## config.mk

```make
export PLATFORM = sky130hd
export DESIGN_NAME = div_clk_monitor
export DESIGN_NICKNAME = d
export VERILOG_FILES = /design/src/rtl/div_clk_monitor.sv
export SDC_FILE = /design/constraint.sdc
export NUM_CORES = 1
export LEC_CHECK = 0
export CORE_ASPECT_RATIO = 0.6
export CORE_MARGIN = 10
export CORE_UTILIZATION = 58
export CTS_BUF_LIST = sky130_fd_sc_hd__clkbuf_8
export DETAILED_ROUTE_END_ITERATION = 16
export GPL_TIMING_DRIVEN = 0
export PLACE_DENSITY = 0.93
export REMOVE_ABC_BUFFERS = 1
export SYNTH_ARGS = -nofsm -noshare
export SYNTH_HDL_FRONTEND = slang
export SYNTH_SLANG_ARGS = --single-unit
```

## constraint.sdc

```tcl
create_clock -name clk_in -period 5.3 [get_ports clk_in]
set_input_delay 1.06 -clock clk_in [delete_from_list [all_inputs] [get_ports clk_in]]
set_output_delay 1.06 -clock clk_in [all_outputs]
set_load 0.01 [all_outputs]
```

## src/rtl/div_clk_monitor.sv

```systemverilog
// Self-check for a clk_in-synchronous divided clock: measures period and high time
// in clk_in cycles, tracks lock against expected values, flags mismatch and stuck clocks.
`timescale 1ns/1ps
module div_clk_monitor #(
  parameter int CNT_W    = 8,
  parameter int LOCK_CNT = 4
) (
  input  logic             clk_in,
  input  logic             rst,
  input  logic             en,
  input  logic             clk_div,
  input  logic [CNT_W-1:0] exp_period,
  input  logic [CNT_W-1:0] exp_high,
  input  logic             err_clr,
  output logic [CNT_W-1:0] period_out,
  output logic [CNT_W-1:0] high_out,
  output logic             meas_valid,
  output logic             locked,
  output logic             err,
  output logic             timeout
);

  typedef enum logic [1:0] {IDLE, WAIT_RISE, MEASURE} state_t;

  localparam logic [3:0]       LOCK_MAX = 4'(LOCK_CNT);
  localparam logic [CNT_W-1:0] ONE      = CNT_W'(1);
  // Value one below saturation: p_cnt would reach all-ones on this cycle.
  localparam logic [CNT_W-1:0] P_LAST   = {{(CNT_W-1){1'b1}}, 1'b0};

  state_t           state;
  logic             d1;
  logic [CNT_W-1:0] p_cnt;
  logic [CNT_W-1:0] h_cnt;
  logic [3:0]       match_cnt;

  logic             rise;
  logic             is_match;
  logic             to_hit;
  logic             err_set;
  logic [3:0]       match_nxt;

  always_comb begin
    // NOTE: every signal written here gets a value on every path so no latch is inferred
    rise      = clk_div & ~d1;
    is_match  = (p_cnt == exp_period) && (h_cnt == exp_high);
    match_nxt = (match_cnt == LOCK_MAX) ? match_cnt : match_cnt + 4'd1;
    to_hit    = 1'b0;
    err_set   = 1'b0;
    if (en && state == MEASURE) begin
      to_hit  = !rise && (p_cnt == P_LAST);
      err_set = to_hit || (rise && !is_match && locked);
    end
  end

  always_ff @(posedge clk_in or negedge rst) begin
    if (!rst) begin
      state      <= IDLE;
      d1         <= 1'b0;
      p_cnt      <= '0;
      h_cnt      <= '0;
      match_cnt  <= '0;
      period_out <= '0;
      high_out   <= '0;
      meas_valid <= 1'b0;
      locked     <= 1'b0;
      err        <= 1'b0;
      timeout    <= 1'b0;
    end else begin
      // NOTE: non-blocking assignments so every register here sees pre-edge values
      d1         <= clk_div;
      meas_valid <= 1'b0;
      timeout    <= 1'b0;

      // Set has priority over clear when both land in the same cycle.
      if (err_set)      err <= 1'b1;
      else if (err_clr) err <= 1'b0;

      if (!en) begin
        state     <= IDLE;
        p_cnt     <= '0;
        h_cnt     <= '0;
        match_cnt <= '0;
        locked    <= 1'b0;
      end else begin
        unique case (state)
          IDLE: state <= WAIT_RISE;

          // The first rise only aligns the window; nothing is reported from it.
          WAIT_RISE: if (rise) begin
            p_cnt <= ONE;
            h_cnt <= ONE;
            state <= MEASURE;
          end

          MEASURE: begin
            if (rise) begin
              period_out <= p_cnt;
              high_out   <= h_cnt;
              meas_valid <= 1'b1;
              p_cnt      <= ONE;
              h_cnt      <= ONE;
              if (is_match) begin
                match_cnt <= match_nxt;
                locked    <= (match_nxt == LOCK_MAX);
              end else begin
                match_cnt <= '0;
                locked    <= 1'b0;
              end
            end else if (to_hit) begin
              timeout   <= 1'b1;
              match_cnt <= '0;
              locked    <= 1'b0;
              p_cnt     <= '0;
              h_cnt     <= '0;
              state     <= WAIT_RISE;
            end else begin
              p_cnt <= p_cnt + ONE;
              h_cnt <= h_cnt + CNT_W'(clk_div);
            end
          end

          default: state <= IDLE;
        endcase
      end
    end
  end

endmodule
```

==> flow_metrics.env <==
export IMPL_placed_cells=288
export IMPL_dp_slack_ns=1.869
export IMPL_drt_iter0_markers=103
export IMPL_rows=17
export IMPL_crit_path_cell_trace="clkdlybuf4s50_1 > nor2b_1 > nand3_1 > nor4_1 > a221o_1"
export IMPL_tightest_slew_ns=1.063
export IMPL_slowest_stage="nand3_1"
export IMPL_powerDensity_mw_per_mm2=213.1
export IMPL_yosys_top_cells_area="dfrtp_1, xor2_1, mux2_2"
export IMPL_fin_ws_ns=2.174
export IMPL_cts_tree="done"
export IMPL_portBuffers=40
export IMPL_fin_cells=296
export IMPL_num_nets_final=275
export IMPL_fin_setup_tns_ns=0
export IMPL_total_power_uw=581.7
export IMPL_layout_drive_gt1_share_pct=12.45
export IMPL_maxSlewHeadroom_pct=28.91
export IMPL_grt_pass1_vias=1711
export IMPL_fillerInstances=252
export IMPL_seq_area_mm2=0.001076
export IMPL_reg2reg_depth=4
export IMPL_grt_use_total_pct=15.20
export IMPL_dieArea_mm2=0.006791
export IMPL_antennaDiodeCount=0
export IMPL_max_clock_freq_ghz=0.3199
export IMPL_setup_viol_count_final=0
export IMPL_cp_required_ns=5.53
export IMPL_fin_hold_ws_ns=0.4846
export IMPL_grt_overflow_total=0
export IMPL_root_buffer="clkbuf_8"
export IMPL_fin_crit_sh_pct=58.97
export IMPL_min_path_cells=2
export IMPL_max_vdd_ir_drop_uv=158.7
export IMPL_wire_per_inst_um=16.67
export IMPL_cts_num_sinks=43
export IMPL_status="finished, final reports clean"
export IMPL_syn_area_mm2=0.002223
export IMPL_ant_nets=0
export IMPL_antenna_found_initial=0
export IMPL_die_y_um=67.96
export IMPL_cts_resized_gates=0
export IMPL_yosys_area_top_type="dfrtp_1"
export IMPL_grt_pass1_wl_um=8176
export IMPL_worst_skew_pair_late_latency_ns=0.29
export IMPL_synth_cell_types=43
export IMPL_period_minus_slack_ns=3.126
export IMPL_dr_pass1_iters=4
export IMPL_wl_um=4933
export IMPL_rsz0062_at_grt="false"
export IMPL_yosysWarnings=0
export IMPL_synth_seq_cells=43
export IMPL_ys_seq_area_share_pct=48.40
export IMPL_multi_input_area_mm2=0.001072
export IMPL_hold_path_class="flop to flop"
export IMPL_path_class="input port to flop"
export IMPL_cp_depth=5
export IMPL_cts_hold_buf=0
export IMPL_yosys_area_top_type_share_pct=48.40
export IMPL_hold_violations=0
export IMPL_grt_max_degree=37
export IMPL_clockBufferDepth=2
export IMPL_avgSynthCellArea_um2=10.74
export IMPL_area_growth_pct=22.79
export IMPL_gp_congestion=0.8181
export IMPL_critical_path_buf_inv_count=1
export IMPL_dieWidth_um=99.93
export IMPL_drv_cap=0
export IMPL_dpl_hpwl_um=3682
export IMPL_vias=1684
export IMPL_start_util_pct=60.42
export IMPL_cts_made_buffers=5
export IMPL_core_mm2=0.003680
export IMPL_crit_family="simple AND/OR/NAND/NOR gates"
export IMPL_cp_end_kind="flop"
export IMPL_post_cts_buffers=0
export IMPL_drt_vias_per_instance=5.689
export IMPL_fin_skew_ns=0.001746
export IMPL_crit_path_max_incr_delay_ns=0.81
export IMPL_leakagePower_uw=0.001291
export IMPL_cp_start_kind="input port"
export IMPL_finalMaxSlewViolations=0
export IMPL_clkTransAtPathRegs_ns=0.08
export IMPL_ios=41
export IMPL_cp_max_fo=23
export IMPL_drc=0
export IMPL_synthCells=207
export IMPL_htree_num_levels=2
export IMPL_critPathArrivalTime_ns=3.36
layer usage:
| layer | vias up | track usage (%) | wire length, um |
|---|---|---|---|
| li1 | 815 | - | - |
| met1 | 805 | 19.23 | 2237 |
| met2 | 57 | 23.15 | 2215 |
| met3 | 7 | 6.633 | 440 |
| met4 | 0 | 4.804 | 40 |
| met5 | - | 0 | 0 |
worst min-delay path: stages, from the launching register on:
cell and delay, ns:
dfrtp_1 0.35, nand2_1 0.05, o21ai_0 0.06
power by group:
part           internal [uW]  switching (uW)  total [uW]
registers                331            4.06         335
clock network           88.6             106         195
logic                   26.4            25.5        51.8
path summary, 6_finish.rpt:
path | start | end | slack (ns)
max | clk_div | match_cnt[0]$_DFFE_PN0P_ | 2.17
min reg2reg | period_out[5]$_DFFE_PN0P_ | period_out[5]$_DFFE_PN0P_ | 0.48
min | period_out[5]$_DFFE_PN0P_ | period_out[5]$_DFFE_PN0P_ | 0.48
max in group asynchronous | rst | h_cnt[1]$_DFFE_PN0P_ | 4.25
min in group asynchronous | rst | period_out[6]$_DFFE_PN0P_ | 0.60
max reg2reg | state[0]$_DFFE_PN0P_ | match_cnt[0]$_DFFE_PN0P_ | 3.02
cells in the mapped netlist, drive strengths merged:
| master | count |
|---|---|
| buf | 6 |
| mux2 | 13 |
| inv | 7 |
| nor2b | 6 |
| o21ai | 18 |
| ha | 6 |
| a221o | 1 |
| nor3 | 6 |
| dfrtp | 43 |
| and3 | 4 |
| xnor2 | 2 |
| nor3b | 1 |
| or2b | 1 |
| nor2 | 4 |
| or3 | 3 |
| mux2i | 3 |
| a21o | 3 |
| nand4 | 3 |
| nand2 | 16 |
| nand2b | 2 |
| xor2 | 18 |
| nor4 | 6 |
| o21a | 4 |
| and2 | 4 |
| a31oi | 1 |
| nand3b | 1 |
| a311o | 1 |
| and2b | 1 |
| clkbuf | 1 |
| nand3 | 8 |
| a22o | 6 |
| a21oi | 8 |
through the flow:
| stage | instance area (um^2) | utilization [%] |
|---|---|---|
| 2_1_floorplan | 2175 | - |
| 3_3_place_gp | 2634 | 71.57 |
| 3_5_place_dp | 2649 | 71.98 |
| 4_1_cts | 2730 | 74.19 |
| 5_1_grt | 2730 | 74.19 |
| 6_report | 2730 | 74.19 |
sequential cells by signal, summed over array words and instances, names as in the netlist:
signal / count
period_out: 8
h_cnt: 8
timeout: 1
p_cnt: 8
meas_valid: 1
match_cnt: 4
locked: 1
state: 2
high_out: 8
d1: 1
err: 1
final cells by class:
cell class | count | area share (%)
Timing Repair Buffer | 41 | 15.22
Clock buffer | 5 | 2.521
Inverter | 7 | 0.9624
Sequential cell | 43 | 39.41
Clock inverter | 3 | 0.4583
Tap cell | 47 | 2.154
Multi-Input combinational cell | 150 | 39.28
cell families (layout without fill, tap and decap cells):
logic type / count (synthesis) / after routing / share of synthesized area, %
DFF: 43 / 43 / 48.40
AOI/OAI and AO/OA: 42 / 42 / 11.76
xor gates and xnor gates: 20 / 20 / 7.879
buffers and inverters: 14 / 56 / 3.376
and+or+nand+nor: 66 / 66 / 17.28
muxes: 16 / 16 / 7.935
adders and majority gates: 6 / 6 / 3.376
cell usage in the layout (no fill, tap or decap), types with 2 or more instances in the layout:
cell type        synthesis  layout
nand3_1                  7       7
o21a_1                   4       4
nor2_1                   3       3
a21oi_1                  8       8
ha_1                     6       6
and2_1                   2       2
a22o_1                   6       6
o21ai_0                 16      16
xnor2_1                  2       2
nor4_1                   6       6
or3_2                    2       2
nand4_1                  3       3
clkbuf_8                 0       5
nor3_1                   5       5
clkdlybuf4s50_1          0      39
a21o_1                   3       3
inv_1                    7       9
dfrtp_1                 43      43
mux2_2                  13      13
o21ai_1                  2       2
nand2_1                 15      15
xor2_1                  18      18
nor2b_1                  6       6
mux2i_1                  3       3
and3_1                   4       4
(Power assumes the default switching activity.)
